$ cat src/rtl/pos_remote_output_buffer_pkg.sv
// ============================================================================
// pos_remote_output_buffer_pkg : widths shared with the position ring and the
// remote output buffer entry format.  Rev 1.0
// ============================================================================
`default_nettype none

package pos_remote_output_buffer_pkg;

  localparam int OFFSET_PKT_STRUCT_WIDTH = 24;
  localparam int GLOBAL_CELL_ID_WIDTH    = 4;
  localparam int NB_CELL_COUNT_WIDTH     = 4;
  localparam int NUM_REMOTE_DEST_NODES   = 3;

  localparam int GCID_VEC_WIDTH         = 3 * GLOBAL_CELL_ID_WIDTH;
  localparam int LIFETIME_VEC_WIDTH     = NUM_REMOTE_DEST_NODES * NB_CELL_COUNT_WIDTH;
  localparam int DEST_IDX_WIDTH         = (NUM_REMOTE_DEST_NODES > 1) ?
                                          $clog2(NUM_REMOTE_DEST_NODES) : 1;
  localparam int REMOTE_OUT_ENTRY_WIDTH = OFFSET_PKT_STRUCT_WIDTH + GCID_VEC_WIDTH +
                                          LIFETIME_VEC_WIDTH;

  typedef struct packed {
    logic [OFFSET_PKT_STRUCT_WIDTH-1:0] pkt;
    logic [GCID_VEC_WIDTH-1:0]          gcid;
    logic [LIFETIME_VEC_WIDTH-1:0]      lifetime;
  } remote_out_entry_t;

  typedef logic [NUM_REMOTE_DEST_NODES-1:0] dest_mask_t;

  // One pending bit per destination whose lifetime field is non-zero.
  function automatic dest_mask_t lifetime_to_mask(input logic [LIFETIME_VEC_WIDTH-1:0] lt);
    dest_mask_t m;
    m = '0;
    for (int d = 0; d < NUM_REMOTE_DEST_NODES; d++) begin
      m[d] = (lt[d*NB_CELL_COUNT_WIDTH +: NB_CELL_COUNT_WIDTH] != '0);
    end
    return m;
  endfunction

  function automatic logic [DEST_IDX_WIDTH-1:0] lowest_dest(input dest_mask_t m);
    logic [DEST_IDX_WIDTH-1:0] idx;
    idx = '0;
    for (int d = NUM_REMOTE_DEST_NODES - 1; d >= 0; d--) begin
      if (m[d]) idx = DEST_IDX_WIDTH'(d);
    end
    return idx;
  endfunction

endpackage

`default_nettype wire

$ cat src/rtl/pos_remote_out_fifo.sv
// ============================================================================
// pos_remote_out_fifo : synchronous FIFO with occupancy count and
// show-ahead read data.  Rev 1.0
// ============================================================================
`default_nettype none

module pos_remote_out_fifo #(
  parameter  int DEPTH = 16,
  parameter  int WIDTH = 8,
  localparam int PTR_W = $clog2(DEPTH),
  localparam int CNT_W = PTR_W + 1
) (
  input  logic             clk,
  input  logic             rst,
  input  logic             i_push,
  input  logic [WIDTH-1:0] i_data,
  input  logic             i_pop,
  output logic [WIDTH-1:0] o_data,
  output logic [CNT_W-1:0] o_count,
  output logic             o_full,
  output logic             o_empty
);

  logic [WIDTH-1:0] mem_q [DEPTH];
  logic [PTR_W-1:0] wr_ptr_q, wr_ptr_d;
  logic [PTR_W-1:0] rd_ptr_q, rd_ptr_d;
  logic [CNT_W-1:0] count_q, count_d;
  logic             w_push_ok;
  logic             w_pop_ok;

  assign o_full    = (count_q == CNT_W'(DEPTH));
  assign o_empty   = (count_q == '0);
  assign w_push_ok = i_push & ~o_full;
  assign w_pop_ok  = i_pop & ~o_empty;

  // Power-of-two depth lets the pointers wrap by natural overflow.
  always_comb begin
    wr_ptr_d = wr_ptr_q;
    rd_ptr_d = rd_ptr_q;
    count_d  = count_q;
    if (w_push_ok) wr_ptr_d = wr_ptr_q + PTR_W'(1);
    if (w_pop_ok)  rd_ptr_d = rd_ptr_q + PTR_W'(1);
    case ({w_push_ok, w_pop_ok})
      2'b10:   count_d = count_q + CNT_W'(1);
      2'b01:   count_d = count_q - CNT_W'(1);
      default: count_d = count_q;
    endcase
  end

  always_ff @(posedge clk or negedge rst) begin
    if (!rst) begin
      wr_ptr_q <= '0;
      rd_ptr_q <= '0;
      count_q  <= '0;
    end else begin
      wr_ptr_q <= wr_ptr_d;
      rd_ptr_q <= rd_ptr_d;
      count_q  <= count_d;
    end
  end

  always_ff @(posedge clk) begin
    if (w_push_ok) mem_q[wr_ptr_q] <= i_data;
  end

  assign o_data  = mem_q[rd_ptr_q];
  assign o_count = count_q;

endmodule

`default_nettype wire

$ cat src/rtl/pos_remote_output_buffer.sv
// ============================================================================
// pos_remote_output_buffer : buffers packets diverted to remote FPGAs and
// emits one beat per destination with non-zero lifetime.  Rev 1.0
// ============================================================================
`default_nettype none

module pos_remote_output_buffer
  import pos_remote_output_buffer_pkg::*;
#(
  parameter int DEPTH    = 16,
  parameter int AF_SLACK = 2
) (
  input  logic                               clk,
  input  logic                               rst,
  input  logic [OFFSET_PKT_STRUCT_WIDTH-1:0] i_offset_pkt,
  input  logic [GCID_VEC_WIDTH-1:0]          i_gcid,
  input  logic                               i_valid,
  input  logic [LIFETIME_VEC_WIDTH-1:0]      i_lifetime,
  output logic                               o_back_pressure,
  output logic [OFFSET_PKT_STRUCT_WIDTH-1:0] o_offset_pkt,
  output logic [GCID_VEC_WIDTH-1:0]          o_gcid,
  output logic [DEST_IDX_WIDTH-1:0]          o_dest_idx,
  output logic [NB_CELL_COUNT_WIDTH-1:0]     o_lifetime,
  output logic                               o_valid,
  input  logic                               i_ready,
  output logic                               o_overflow,
  output logic                               o_empty
);

  localparam int CNT_W = $clog2(DEPTH) + 1;

  remote_out_entry_t             w_wr_entry;
  remote_out_entry_t             w_fifo_head;
  remote_out_entry_t             head_q, head_d;
  logic                          head_valid_q, head_valid_d;
  dest_mask_t                    mask_q, mask_d;
  dest_mask_t                    w_mask_after;
  logic                          overflow_q, overflow_d;
  logic [CNT_W-1:0]              w_count;
  logic                          w_fifo_full;
  logic                          w_fifo_empty;
  logic                          w_wr_req;
  logic                          w_fire;
  logic                          w_head_free;
  logic                          w_pop;
  logic [DEST_IDX_WIDTH-1:0]     w_dest_idx;
  logic [NB_CELL_COUNT_WIDTH-1:0] w_head_fields [NUM_REMOTE_DEST_NODES];

  assign w_wr_entry.pkt      = i_offset_pkt;
  assign w_wr_entry.gcid     = i_gcid;
  assign w_wr_entry.lifetime = i_lifetime;

  // An entry with no live destination produces no beats, so it is never stored.
  assign w_wr_req = i_valid & (i_lifetime != '0);

  pos_remote_out_fifo #(
    .DEPTH (DEPTH),
    .WIDTH (REMOTE_OUT_ENTRY_WIDTH)
  ) u_fifo (
    .clk     (clk),
    .rst     (rst),
    .i_push  (w_wr_req),
    .i_data  (w_wr_entry),
    .i_pop   (w_pop),
    .o_data  (w_fifo_head),
    .o_count (w_count),
    .o_full  (w_fifo_full),
    .o_empty (w_fifo_empty)
  );

  for (genvar g = 0; g < NUM_REMOTE_DEST_NODES; g++) begin : g_head_field
    assign w_head_fields[g] = head_q.lifetime[g*NB_CELL_COUNT_WIDTH +: NB_CELL_COUNT_WIDTH];
  end

  assign w_dest_idx   = lowest_dest(mask_q);
  assign o_valid      = head_valid_q & (mask_q != '0);
  assign w_fire       = o_valid & i_ready;
  assign w_mask_after = mask_q & ~(dest_mask_t'(1) << w_dest_idx);
  // The head is refillable at the same edge its last beat is accepted.
  assign w_head_free  = ~head_valid_q | (w_fire & (w_mask_after == '0));
  assign w_pop        = w_head_free & ~w_fifo_empty;

  always_comb begin
    head_d       = head_q;
    head_valid_d = head_valid_q;
    mask_d       = mask_q;
    overflow_d   = overflow_q | (w_wr_req & w_fifo_full);
    if (w_fire) mask_d = w_mask_after;
    if (w_pop) begin
      head_d       = w_fifo_head;
      head_valid_d = 1'b1;
      mask_d       = lifetime_to_mask(w_fifo_head.lifetime);
    end else if (w_head_free) begin
      head_valid_d = 1'b0;
    end
  end

  always_ff @(posedge clk or negedge rst) begin
    if (!rst) begin
      head_q       <= '0;
      head_valid_q <= 1'b0;
      mask_q       <= '0;
      overflow_q   <= 1'b0;
    end else begin
      head_q       <= head_d;
      head_valid_q <= head_valid_d;
      mask_q       <= mask_d;
      overflow_q   <= overflow_d;
    end
  end

  always_comb begin
    o_lifetime = '0;
    for (int d = 0; d < NUM_REMOTE_DEST_NODES; d++) begin
      if (w_dest_idx == DEST_IDX_WIDTH'(d)) o_lifetime = w_head_fields[d];
    end
  end

  assign o_offset_pkt    = head_q.pkt;
  assign o_gcid          = head_q.gcid;
  assign o_dest_idx      = w_dest_idx;
  assign o_overflow      = overflow_q;
  assign o_back_pressure = (w_count >= CNT_W'(DEPTH - AF_SLACK));
  assign o_empty         = w_fifo_empty & ~head_valid_q;

endmodule

`default_nettype wire

$ cat config.mk
export PLATFORM = sky130hd
export DESIGN_NAME = pos_remote_output_buffer
export DESIGN_NICKNAME = d
export VERILOG_FILES = /design/src/rtl/pos_remote_output_buffer_pkg.sv /design/src/rtl/pos_remote_out_fifo.sv /design/src/rtl/pos_remote_output_buffer.sv
export SDC_FILE = /design/constraint.sdc
export NUM_CORES = 1
export LEC_CHECK = 0
export ABC_AREA = 1
export BUFFER_PORTS_ARGS = -buffer_cell sky130_fd_sc_hd__buf_4
export CAP_MARGIN = 0
export CORE_MARGIN = 5
export CORE_UTILIZATION = 50
export CTS_BUF_LIST = sky130_fd_sc_hd__clkbuf_8
export CTS_CLUSTER_DIAMETER = 60
export CTS_CLUSTER_SIZE = 25
export DETAILED_ROUTE_END_ITERATION = 10
export GPL_TIMING_DRIVEN = 0
export PLACE_DENSITY_LB_ADDON = 0.15
export SLEW_MARGIN = 20
export SYNTH_ARGS = -nofsm -noshare
export SYNTH_HDL_FRONTEND = slang
export SYNTH_HIERARCHICAL = 1
export SYNTH_SLANG_ARGS = --single-unit
$ cat constraint.sdc
create_clock -name clk -period 4.1 [get_ports clk]
set_clock_uncertainty 0.15 [all_clocks]
set_input_delay 0.41 -clock clk [delete_from_list [all_inputs] [get_ports clk]]
set_output_delay 0.41 -clock clk [all_outputs]
set_load 0.05 [all_outputs]
# Yosys cells after proc, flatten, opt, wreduce, memory -nomap -nowiden
# Memory sizes are Yosys's and may differ from the RTL's.
# Index checks and enable logic that the tools add are counted.
[word_totals]
register_bits = 66
ramBits = 768
wordCells = 61
mem_count = 1
[memory_table]
columns = ["name", "words", "word_bits", "rd", "rd_clocked_by_memory_dff", "wr", "line", "rtl"]
rows = [
  ["u_fifo.mem_q", 16, 48, 1, 0, 1, "pos_remote_out_fifo.sv:24", "logic [WIDTH-1:0] mem_q [DEPTH];"],
]
[op_classes]
n_addsub = 4
order_cmp = 1
eq_ne = 5
shift = 1
mux = 13
bitwise_logic = 16
reduce_logical = 11
[ops]
columns = ["op", "count"]
rows = [
  ["4-bit 2-to-1 mux", 3],
  ["12-bit nonzero test", 1],
  ["4-bit nonzero test", 3],
  ["5-bit case mux with 2 select lines", 1],
  ["1-bit bitwise AND", 9],
  ["4-bit by 1-bit adder with 4-bit output, second input constant", 2],
  ["2-bit 2-to-1 mux", 3],
  ["3-bit 2-to-1 mux", 2],
  ["2-bit nonzero test", 3],
  ["5-bit by 1-bit adder with 5-bit output, second input constant", 1],
  ["5-bit equality test, second input constant", 1],
  ["5-bit by 4-bit >= comparator with 1-bit output, second input constant", 1],
  ["5-bit zero test", 1],
  ["5-bit by 1-bit subtractor with 5-bit output, second input constant", 1],
  ["2-bit by 1-bit equality test with 1-bit output, second input constant", 2],
  ["2-bit equality test, second input constant", 2],
  ["1-bit 2-to-1 mux", 4],
  ["3-bit bitwise AND", 1],
  ["3-bit zero test", 1],
  ["1-bit NOT", 3],
  ["3-bit NOT", 1],
  ["3-bit nonzero test", 1],
  ["1-bit by 2-bit << shifter with 3-bit output, first input constant", 1],
  ["2-bit zero test", 1],
  ["1-bit bitwise OR", 2],
]

# Longest topological paths before layout
# Gate-level depths: netlist of the first run.
[logic_depth]
word_depth = 13
mapped_depth = 21
ltp_nobuf = 19

# Cells and area by module
# The synthesis of the first run kept the hierarchy.
[modules_own_cells]
columns = ["mod", "n_inst", "cells_per_inst", "area_each_um2"]
rows = [
  ["pos_remote_out_fifo", 1, 3108, 32810.2],
  ["pos_remote_output_buffer", 1, 317, 2603.7],
]

# Worst setup path before layout of the first run
# OpenSTA, ideal clock, no wires.
[synth_timing]
path_type = "input port to flip-flop"
from = "in i_lifetime[11]"
to = "mem u_fifo/mem_q[0][0] in the netlist's numbering (enable)"
setup_ns = 0.454
t_arrival_ns = 3.124
path_slack_ns = 0.372
path_stages = 8
path_buffers = 0
path_cell_list = "nor2_1 > nand2_1 > nor2_1 > a21boi_0 > nand2_1 > inv_1 > nand2_1 > nor2_1"
[synth_via]
elab_chain_cells = 5
[synth_lines]
columns = ["element", "line", "rtl"]
rows = [
  ["start, declared", "pos_remote_output_buffer.sv:18", "input logic [LIFETIME_VEC_WIDTH-1:0] i_lifetime,"],
  ["12-bit nonzero test", "pos_remote_output_buffer.sv:54", "assign w_wr_req = i_valid & (i_lifetime != '0);"],
  ["1-bit bitwise AND", "pos_remote_output_buffer.sv:54", ""],
  ["named net w_wr_req", "pos_remote_output_buffer.sv:42", "logic w_wr_req;"],
  ["1-bit bitwise AND", "pos_remote_out_fifo.sv:33", "assign w_push_ok = i_push & ~o_full;"],
  ["1-bit 2-to-1 mux", "pos_remote_out_fifo.sv:63", "if (w_push_ok) mem_q[wr_ptr_q] <= i_data;"],
  ["1-bit 2-to-1 mux (implied by the code)", "pos_remote_out_fifo.sv:63", ""],
  ["end, declared", "pos_remote_out_fifo.sv:24", ""],
]
# The timed path passes the listed nets, and every way through them passes these cells.

# Worst setup path after layout of the first run
[layout_timing]
from = "reg mask_q[0]"
to = "reg u_fifo.count_q[4], in the netlist u_fifo/o_count[4]"
[layout_via]
elab_chain_cells = 11
[layout_lines]
columns = ["element", "line", "rtl"]
rows = [
  ["start, declared", "pos_remote_output_buffer.sv:36", "dest_mask_t mask_q, mask_d;"],
  ["start signal, assigned", "pos_remote_output_buffer.sv:107", "mask_q <= mask_d;"],
  ["2-bit 2-to-1 mux", "pos_remote_output_buffer_pkg.sv:43", "if (m[d]) idx = DEST_IDX_WIDTH'(d);"],
  ["1-bit by 2-bit << shifter with 3-bit output", "pos_remote_output_buffer.sv:78", "assign w_mask_after = mask_q & ~(dest_mask_t'(1) << w_dest_idx);"],
  ["3-bit NOT", "pos_remote_output_buffer.sv:78", ""],
  ["3-bit bitwise AND", "pos_remote_output_buffer.sv:78", ""],
  ["3-bit zero test", "pos_remote_output_buffer.sv:80", "assign w_head_free = ~head_valid_q | (w_fire & (w_mask_after == '0));"],
  ["1-bit bitwise AND (*)", "pos_remote_output_buffer.sv:80", ""],
  ["1-bit bitwise OR (*)", "pos_remote_output_buffer.sv:80", ""],
  ["1-bit bitwise AND (*)", "pos_remote_output_buffer.sv:81", "assign w_pop = w_head_free & ~w_fifo_empty;"],
  ["1-bit bitwise AND (*)", "pos_remote_out_fifo.sv:34", "assign w_pop_ok = i_pop & ~o_empty;"],
  ["named net u_fifo.w_pop_ok", "pos_remote_out_fifo.sv:29", "logic w_pop_ok;"],
  ["2-bit by 1-bit equality test with 1-bit output or 2-bit equality test (tied branches)", "pos_remote_out_fifo.sv:43", "case ({w_push_ok, w_pop_ok})"],
  ["5-bit case mux with 2 select lines or 2-bit nonzero test (tied branches)", "--", ""],
  ["end signal, assigned", "pos_remote_out_fifo.sv:58", "count_q <= count_d;"],
  ["end, declared", "pos_remote_out_fifo.sv:27", "logic [CNT_W-1:0] count_q, count_d;"],
]
# Mark *: on every way through the listed nets, which the timed path passes. The rest lies on a longest branch.
# A chain may end at the register's enable or synchronous reset.

==> results of run 1 <==
==> placed cells by master, fill, tap and decap left out, types with 4 or more instances in the layout <==
cell type	n
nand2_1	1356
edfxtp_1	768
nand3_1	356
inv_1	316
nor2_1	302
buf_4	145
buf_2	103
dfrtp_1	66
clkbuf_8	60
dlygate4sd3_1	51
clkbuf_1	42
buf_12	25
nor2_4	16
ha_1	9
buf_16	9
clkinv_8	8
clkinv_2	7
inv_8	7
inv_6	7
o21ai_0	6
inv_2	5
inv_12	5
xor2_1	5
clkinvlp_4	4
buf_1	4
==> layout make-up <==
class	instances	area, um^2	share of cell area
well taps	940	1180	0.0293
flip-flops and latches	834	24700	0.616
diodes	2	5.00	0.000125
inverters	320	1200	0.0299
clock buffers	60	826	0.0206
repair buffers	183	2000	0.0498
plain buffers	199	1060	0.0265
clock inverters	48	574	0.0143
multi-input cells	2072	8550	0.213
==> power breakdown <==
group          switching [mW]  total [mW]  internal (mW)
logic                    1.25        1.77          0.519
clock network            3.06        4.83           1.77
registers               0.168        10.2           10.0
==> layer usage <==
layer / global-route usage / vias to the layer above / part of all wire
li1: - / 11500 / -
met1: 0.344 / 11400 / 0.44
met2: 0.382 / 819 / 0.46
met3: 0.0332 / 142 / 0.066
met4: 0.0629 / 0 / 0.027
met5: 0 / - / 0
==> per-stage QoR <==
stage          utilization  hold WS [ps]  cells  TNS [ps]
6_report             0.572           109   4658         0
5_1_grt              0.572           178   4657         0
4_1_cts              0.571           272   4654         0
2_1_floorplan            -         -35.6   3425         0
3_5_place_dp         0.544           310   4495         0
3_3_place_gp         0.532           304   4462  -1685590
==> cells by family (layout without fill, tap and decap cells) <==
logic type / count (synthesis) / count (layout) / synth area share
AND/OR/NAND/NOR: 2041 / 2041 / 0.230
flip-flops: 834 / 834 / 0.698
buffers and inverters: 519 / 810 / 0.0640
AO/OA/AOI/OAI: 13 / 13 / 0.00261
adder cells (fa/ha/maj): 10 / 10 / 0.00375
XOR/XNOR: 8 / 8 / 0.00198
other: 0 / 2 / 0
==> path summary, 6_finish.rpt <==
check | startpoint | end | slack [ps] | cells after the start
min | rst | o_gcid[0] | 110 | 2
max | mask_q[0] | u_fifo/o_count[4] | 410 | 22
min reg2reg | o_offset_pkt[21] | o_offset_pkt[21] | 330 | 2
min in group clk | o_offset_pkt[21] | o_offset_pkt[21] | 330 | 2
max in group asynchronous | rst | o_offset_pkt[12] | 3060 | 2
max reg2reg | mask_q[0] | u_fifo/o_count[4] | 410 | 22
==> flip-flops by register name, summed over array words and instances, names as in the netlist, 3 cells and up <==
name / count
u_fifo/rd_ptr_q: 4
mask_q: 3
head_q: 12
o_gcid: 12
u_fifo/mem_q: 768
u_fifo/o_count: 5
u_fifo/wr_ptr_q: 4
o_offset_pkt: 24
==> what timing repair did <==
action / 4_1_cts / 5_1_grt
hold buffers: 51 / 0
endpoints found under the setup margin: 0 / 1
buffers inserted: 0 / 2
hold endpoints to repair: 838 / 0
==> results.sh, run 1 <==
export IMPL_outcome="complete, no violations"
export IMPL_io_buffers=97
export IMPL_synth_cell_types=30
export IMPL_placed_area_um2=38200
export IMPL_grt_antenna_before_repair=2
export IMPL_max_vdd_ir_drop_mv=0.408
export IMPL_design_area_um2=40100
export IMPL_grt_overflow=0
export IMPL_synth_most_common_cell="nand2_1"
export IMPL_critPathRequiredTime_ps=4560
export IMPL_gr_usage_all_layers=0.237
export IMPL_synth_nets=3487
export IMPL_ios=98
export IMPL_gp_congestion=0.799
export IMPL_synth_top_cell_area_share=0.651
export IMPL_hold_viol=0
export IMPL_drv_cap=0
export IMPL_yosys_area_top_type="edfxtp_1"
export IMPL_post_route_period_util=0.901
export IMPL_cts_root_buffer="clkbuf_8"
export IMPL_rsz0062_at_grt="no"
export IMPL_drt_initial_drc_count=1932
export IMPL_fillers=5983
export IMPL_synth_edf_count=768
export IMPL_routedWlPerCell_um=19.8
export IMPL_dieHeight_um=276
export IMPL_drive_gt1_frac=0.112
export IMPL_synth_common_cells="1,356 x nand2_1, 768 x edfxtp_1, 356 x nand3_1"
export IMPL_yosysSeqAreaShare=0.698
export IMPL_cts_tree="yes"
export IMPL_crit_chain="nor2_1, nand2_1, nand3_2, o21bai_4, buf_12, nand2_2, buf_2, buf_6, inv_1, nand2_1, inv_1, ha_1, inv_1, fa_1, inv_1, nand2_1, nand2_1, nand2_1, nand2_1, nand2_1, nand2_1, nand2_1"
export IMPL_avgSynthCellArea_um2=10.3
export IMPL_critPathMaxFanout=10
export IMPL_initial_core_util=0.505
export IMPL_path_class="reg -> reg"
export IMPL_total_power_mw=16.8
export IMPL_crit_slowest_cell="dfrtp_1"
export IMPL_core_region_area_um2=70100
export IMPL_cts_resized=0
export IMPL_slowest_delay_ps=450
export IMPL_ys_flop_type="edfxtp_1"
export IMPL_crit_arrival_ps=4150
export IMPL_clock_sinks=834
export IMPL_numCtsBuffers=57
export IMPL_die_area_um2=76300
export IMPL_synth_area_leaders="edfxtp_1 65%, nand2_1 14%, nand3_1 5.0%, dfrtp_1 4.7%, nor2_1 3.4%"
export IMPL_setup_viol=0
export IMPL_maxSlewHeadroom=0.317
export IMPL_power_density_nw_per_um2=419
export IMPL_hold_class="in -> async"
export IMPL_grt_pass1_vias=22600
export IMPL_drt_pass1_iterations=6
export IMPL_h_tree_depth=2
export IMPL_max_freq_mhz=271
export IMPL_viasPerCell=5.13
export IMPL_cpMostUsedCell="nand2_1"
export IMPL_cp_start_kind="flop"
export IMPL_vias=23900
export IMPL_dpl_hpwl_um=62200
export IMPL_dp_slack_ps=265
export IMPL_yosysWarnings=6
export IMPL_synthToLayoutAreaGrowth_pct=13.3
export IMPL_final_min_clock_period_ps=3690
export IMPL_rows=97
export IMPL_fp_dieW_um=276
export IMPL_setup_ws_ps=405
export IMPL_netlist_area_um2=35400
export IMPL_worstMarginPinSlew_ps=1020
export IMPL_antenna_left=0
export IMPL_path_delay_family="simple AND/OR/NAND/NOR gates"
export IMPL_grt_max_degree=67
export IMPL_slew_viol_final=0
export IMPL_netlist_instances=3425
export IMPL_ys_ff_latch=834
export IMPL_drcViolationCount=0
export IMPL_clkLatencyLatePin_ps=730
export IMPL_nets=3729
export IMPL_async_flop_share=0.0791
export IMPL_clk_pin_slew_ps=130
export IMPL_cts_path_max_buffers=3
export IMPL_crit_buf_inv=7
export IMPL_p_leak_nw=17.1
export IMPL_grt_first_pass_wirelength_um=139000
export IMPL_cp_end_kind="flop"
export IMPL_wl_um=92300
Note: power is estimated with default switching activity, not from simulation.
==> run 2, diff against run 1 <==
--- a/config.mk
+++ b/config.mk
@@ -16,6 +16,7 @@
 export DETAILED_ROUTE_END_ITERATION = 10
 export GPL_TIMING_DRIVEN = 0
 export PLACE_DENSITY_LB_ADDON = 0.15
+export REMOVE_ABC_BUFFERS = 1
 export SLEW_MARGIN = 20
 export SYNTH_ARGS = -nofsm -noshare
 export SYNTH_HDL_FRONTEND = slang
==> run 2 against run 1 <==
Against the previous run:
- count of clock-buffer cells in the layout fell by 2
- register-to-register slack got worse by 110 ps
- sequential cell count did not move
- via count fell by 1.5%
- global-route usage fell by 1.2 points
- critical endpoint unchanged
==> results.sh, run 2 (same netlist as run 1, synthesis figures left out) <==
export IMPL_outcome="complete, no violations"
export IMPL_slowest_delay_ps=420
export IMPL_rows=97
export IMPL_setup_viol=0
export IMPL_hold_viol=0
export IMPL_cts_tree="yes"
export IMPL_fillers=5760
export IMPL_p_leak_nw=16.9
export IMPL_timing_hold_ws_ps=126
export IMPL_wl_um=88300
export IMPL_cp_end_kind="flop"
export IMPL_grt_first_pass_wirelength_um=133000
export IMPL_cpMostUsedCell="nand2_1"
export IMPL_initial_core_util=0.505
export IMPL_fp_dieW_um=276
export IMPL_power_density_nw_per_um2=422
export IMPL_drive_gt1_frac=0.0869
export IMPL_path_delay_family="buffers and inverters"
export IMPL_io_buffers=97
export IMPL_dpl_hpwl_um=52800
export IMPL_mostFrequentLayoutCells="1,356 x nand2_1, 768 x edfxtp_1, 356 x nand3_1, 315 x inv_1, 302 x nor2_1"
export IMPL_finalNonFillerCells=4499
export IMPL_clkLatencyLatePin_ps=730
export IMPL_grt_overflow=0
export IMPL_cts_root_buffer="clkbuf_8"
export IMPL_dp_slack_ps=175
export IMPL_core_region_area_um2=70100
export IMPL_drt_initial_drc_count=2159
export IMPL_grt_antenna_before_repair=4
export IMPL_crit_buf_inv=9
export IMPL_max_freq_mhz=263
export IMPL_post_route_util=0.574
export IMPL_grt_pass1_vias=22000
export IMPL_die_area_um2=76300
export IMPL_grt_max_degree=88
export IMPL_routedWlPerCell_um=19.6
export IMPL_hold_class="in -> async"
export IMPL_gr_usage_all_layers=0.225
export IMPL_post_route_period_util=0.927
export IMPL_drv_cap=0
export IMPL_cts_path_max_buffers=3
export IMPL_top_register="u_fifo/mem_q"
export IMPL_synthToLayoutAreaGrowth_pct=13.7
export IMPL_final_min_clock_period_ps=3800
export IMPL_final_common_cell="nand2_1"
export IMPL_largest_register_ff_count=768
export IMPL_critPathRequiredTime_ps=4560
export IMPL_cp_start_kind="flop"
export IMPL_maxSlewHeadroom=0.440
export IMPL_drcViolationCount=0
export IMPL_h_tree_depth=2
export IMPL_vias=23500
export IMPL_path_class="reg -> reg"
export IMPL_gp_congestion=0.733
export IMPL_crit_chain="inv_1, nand4_1, inv_1, bufinv_8, buf_12, nand2_8, buf_12, inv_1, nand2_1, inv_1, ha_1, inv_1, fa_1, inv_1, nand2_1, nand2_1, nand2_1, nand2_1, nand2_1, nand2_1, nand2_1"
export IMPL_crit_slowest_cell="fa_1"
export IMPL_nets=3572
export IMPL_crit_arrival_ps=4260
export IMPL_setup_ws_ps=298
export IMPL_slew_viol_final=0
export IMPL_dieHeight_um=276
export IMPL_viasPerCell=5.23
export IMPL_drt_pass1_iterations=6
export IMPL_critPathMaxFanout=32
export IMPL_dp_cells=4340
export IMPL_clock_sinks=834
export IMPL_ios=98
export IMPL_max_vdd_ir_drop_mv=0.438
export IMPL_antenna_left=0
export IMPL_worstMarginPinSlew_ps=838
export IMPL_numCtsBuffers=55
export IMPL_clk_pin_slew_ps=140
## run 2: stage by stage
| step | setup TNS [ps] | power (mW) | cell area, um^2 |
|---|---|---|---|
| 2_1_floorplan | -606380 | 11.2 | 34300 |
| 3_3_place_gp | -3908800 | 12.0 | 36300 |
| 3_5_place_dp | 0 | 12.4 | 38300 |
| 4_1_cts | 0 | 17.1 | 40200 |
| 5_1_grt | -21.9 | 17.7 | 40200 |
| 6_report | 0 | 17.0 | 40200 |
## run 2: per-layer routing
metal,vias up,wire [um],track usage
met3,158,5770,0.0327
met5,-,13,0
met4,2,2440,0.0612
li1,11200,-,-
met1,11400,39200,0.326
met2,735,40800,0.361
## run 2: timing repair
| action | in CTS | in global routing |
|---|---|---|
| endpoints found under the setup margin | 0 | 1 |
| hold buffers | 51 | 0 |
| hold endpoints to repair | 838 | 0 |
| setup buffers | 0 | 2 |
| resized for setup | 0 | 4 |
## run 2: cell type report
class	instances	area (um^2)	area share
Multi-Input combinational cell	2072	8570	0.213
Sequential cell	834	24700	0.614
Tap cell	940	1180	0.0292
Antenna cell	3	7.51	0.000187
Inverter	320	1240	0.0308
Timing Repair Buffer	227	3170	0.0789
Clock buffer	58	798	0.0198
Clock inverter	45	556	0.0138
## run 2: worst reg2reg max path: stages, from the launching register on
cell and delay (ps):
dfrtp_1 410, inv_1 110, nand4_1 140, inv_1 120, bufinv_8 370, buf_12 260, nand2_8 240, buf_12 250
inv_1 80, nand2_1 150, inv_1 170, ha_1 270, inv_1 110, fa_1 420, inv_1 70, nand2_1 50
nand2_1 70, nand2_1 50, nand2_1 50, nand2_1 40, nand2_1 50, nand2_1 50
## run 2: worst paths after layout
path / startpoint / to / slack (ps) / cells past startpoint
max: u_fifo/o_count[0] / u_fifo/o_count[4] / 300 / 21
min: rst / o_gcid[10] / 130 / 2
max reg2reg: u_fifo/o_count[0] / u_fifo/o_count[4] / 300 / 21
min reg2reg: o_offset_pkt[14] / o_offset_pkt[14] / 330 / 2
max in group asynchronous: rst / u_fifo/rd_ptr_q[3] / 3090 / 2
min in group clk: o_offset_pkt[14] / o_offset_pkt[14] / 330 / 2
## run 2: report_power, final
group / internal [mW] / switching [mW] / leakage [nW]
logic: 0.666 / 1.43 / 8.39
clock network: 1.68 / 3.04 / 0.681
registers: 10.0 / 0.170 / 7.83
total: 12.4 / 4.63 / 16.9
==> run 3, diff against run 2 <==
--- a/config.mk
+++ b/config.mk
@@ -8,13 +8,13 @@
 export ABC_AREA = 1
 export BUFFER_PORTS_ARGS = -buffer_cell sky130_fd_sc_hd__buf_4
 export CAP_MARGIN = 0
+export CORE_ASPECT_RATIO = 0.75
 export CORE_MARGIN = 5
 export CORE_UTILIZATION = 50
 export CTS_BUF_LIST = sky130_fd_sc_hd__clkbuf_8
 export CTS_CLUSTER_DIAMETER = 60
 export CTS_CLUSTER_SIZE = 25
 export DETAILED_ROUTE_END_ITERATION = 10
-export GPL_TIMING_DRIVEN = 0
 export PLACE_DENSITY_LB_ADDON = 0.15
 export REMOVE_ABC_BUFFERS = 1
 export SLEW_MARGIN = 20
==> run 3 against run 2 <==
Against the previous run:
- via count decreased by 0.19%
- worst setup slack improved by 690 ps
- combinational power decreased by 18%
- core utilization decreased by 2.3 points
- sequential share of layout area increased by 2.6 points
- critical endpoint is now u_fifo/mem_q[14][15]
- largest power group unchanged
- clock power decreased by 9.3%
- sequential cell count unchanged
- power decreased by 4.7%
==> results.sh, run 3 (same netlist as run 1, synthesis figures left out) <==
export IMPL_outcome="complete, no violations"
export IMPL_gp_congestion=0.820
export IMPL_top_register="u_fifo/mem_q"
export IMPL_p_leak_nw=16.3
export IMPL_routedWlPerCell_um=20.0
export IMPL_hold_class="in -> async"
export IMPL_drt_initial_drc_count=2035
export IMPL_rows=84
export IMPL_max_vdd_ir_drop_mv=0.242
export IMPL_drt_pass1_iterations=7
export IMPL_worstMarginPinSlew_ps=1070
export IMPL_wl_um=89400
export IMPL_largest_register_ff_count=768
export IMPL_drcViolationCount=0
export IMPL_design_area_um2=38600
export IMPL_antenna_left=0
export IMPL_placed_area_um2=37000
export IMPL_p_int_mw=11.9
export IMPL_combPwrFrac=0.106
export IMPL_setup_viol=0
export IMPL_grt_max_degree=132
export IMPL_nets=3547
export IMPL_fp_dieW_um=317
export IMPL_h_tree_depth=2
export IMPL_grt_pass1_vias=22300
export IMPL_reg2reg_slack_ps=1190
export IMPL_synthToLayoutAreaGrowth_pct=9.02
export IMPL_critPathMaxFanout=17
export IMPL_clkLatencyLatePin_ps=720
export IMPL_cts_path_max_buffers=3
export IMPL_grt_first_pass_wirelength_um=135000
export IMPL_rr_worst_depth=11
export IMPL_clk_pin_slew_ps=140
export IMPL_cts_resized=0
export IMPL_drive_gt1_frac=0.0761
export IMPL_setup_ws_ps=991
export IMPL_path_class="in -> reg"
export IMPL_ios=98
export IMPL_maxSlewHeadroom=0.287
export IMPL_numCtsBuffers=49
export IMPL_hold_viol=0
export IMPL_diodes=0
export IMPL_timing_hold_ws_ps=154
export IMPL_dieHeight_um=240
export IMPL_mostFrequentLayoutCells="1,356 x nand2_1, 768 x edfxtp_1, 356 x nand3_1, 323 x inv_1, 302 x nor2_1"
export IMPL_rr_startpoint="u_fifo/rd_ptr_q[2]"
export IMPL_power_frac_clock=0.264
export IMPL_crit_arrival_ps=3360
export IMPL_vias=23500
export IMPL_clock_sinks=834
export IMPL_power_share_switching=0.266
export IMPL_cts_root_buffer="clkbuf_8"
export IMPL_post_route_period_util=0.758
export IMPL_cts_tree="yes"
export IMPL_grt_antenna_before_repair=0
export IMPL_final_common_cell="nand2_1"
export IMPL_gr_usage_all_layers=0.232
export IMPL_viasPerCell=5.26
export IMPL_power_density_nw_per_um2=420
export IMPL_seqPwrFrac=0.630
export IMPL_die_area_um2=76300
export IMPL_io_buffers=97
export IMPL_power_switching_mw=4.31
export IMPL_final_min_clock_period_ps=3110
export IMPL_tns_ps=0
export IMPL_fillers=6028
export IMPL_cp_start_kind="primary input"
export IMPL_grt_overflow=0
export IMPL_critPathRequiredTime_ps=4350
export IMPL_timing_rr_end="o_offset_pkt[16]"
export IMPL_core_region_area_um2=70100
export IMPL_cp_end_kind="flop"
export IMPL_dpl_hpwl_um=51000
export IMPL_post_cts_repair_setup_buffers=0
export IMPL_dp_slack_ps=894
export IMPL_max_freq_mhz=322
export IMPL_slew_viol_final=0
export IMPL_rsz0062_at_grt="no"
export IMPL_drv_cap=0
export IMPL_initial_core_util=0.505
-- run 3: cell count changes in the layout (fill, tap and decap cells not counted), sizes merged --
cell,change
buf,-19
clkbuf,-9
clkinv,-8
diode,-3
clkinvlp,+2
-- run 3: area by class of cell --
cell class | count | area [um^2] | share of cell area
Timing Repair Buffer | 208 | 1830 | 0.0473
Inverter | 320 | 1210 | 0.0315
Multi-Input combinational cell | 2072 | 8560 | 0.222
Clock inverter | 39 | 425 | 0.0110
Sequential cell | 834 | 24700 | 0.640
Tap cell | 946 | 1180 | 0.0307
Clock buffer | 49 | 674 | 0.0175
-- run 3: worst max path at each step --
stage                     slack [ps]              endpoint                from  cells after the start
after CTS                        990               o_empty   u_fifo/o_count[1]                      7
after global placement           870     u_fifo/o_count[4]       i_lifetime[2]                     15
after floorplan               -11550             mask_q[0]  u_fifo/rd_ptr_q[0]                     10
after detailed placement         890  u_fifo/mem_q[14][24]       i_lifetime[0]                     10
final                            990  u_fifo/mem_q[14][15]       i_lifetime[0]                     11
after global routing             890               o_empty   u_fifo/o_count[0]                      7
-- run 3: through the flow --
stage               power, mW  std cells   util
floorplan                11.2       3226      -
global placement         12.0       4329  0.528
detailed placement       12.1       4329  0.528
CTS                      16.3       4468  0.551
global route             16.8       4468  0.551
finish                   16.2       4468  0.551
-- run 3: timing repair --
action                                  in CTS  in global routing
hold buffers                                51                  0
endpoints found under the hold margin      814                  0
endpoints found under the setup margin       0                  0
-- run 3: metal layers --
metal / vias to the layer above / GRT usage / share of wire
met5: - / 0 / 0
met4: 0 / 0.0471 / 0.018
met3: 102 / 0.0371 / 0.074
met2: 813 / 0.369 / 0.46
met1: 11500 / 0.345 / 0.45
li1: 11100 / - / -
-- run 3: critical path: stages --
cell	delay, ps
dlygate4sd3_1	530
buf_4	240
nor2_1	120
nand2_1	80
nor2_1	50
a21boi_0	160
nand2_1	240
inv_1	230
nand2_1	270
nor2_4	620
buf_4	380
-- run 3: power groups by stage --
stage	Combinational (mW)	Sequential [mW]	Clock [mW]
after floorplan	0.834	10.4	0
after detailed placement	1.68	10.4	0
after global routing	1.86	10.3	4.71
final	1.72	10.2	4.28
after global placement	1.63	10.4	0
after CTS	1.72	10.2	4.39
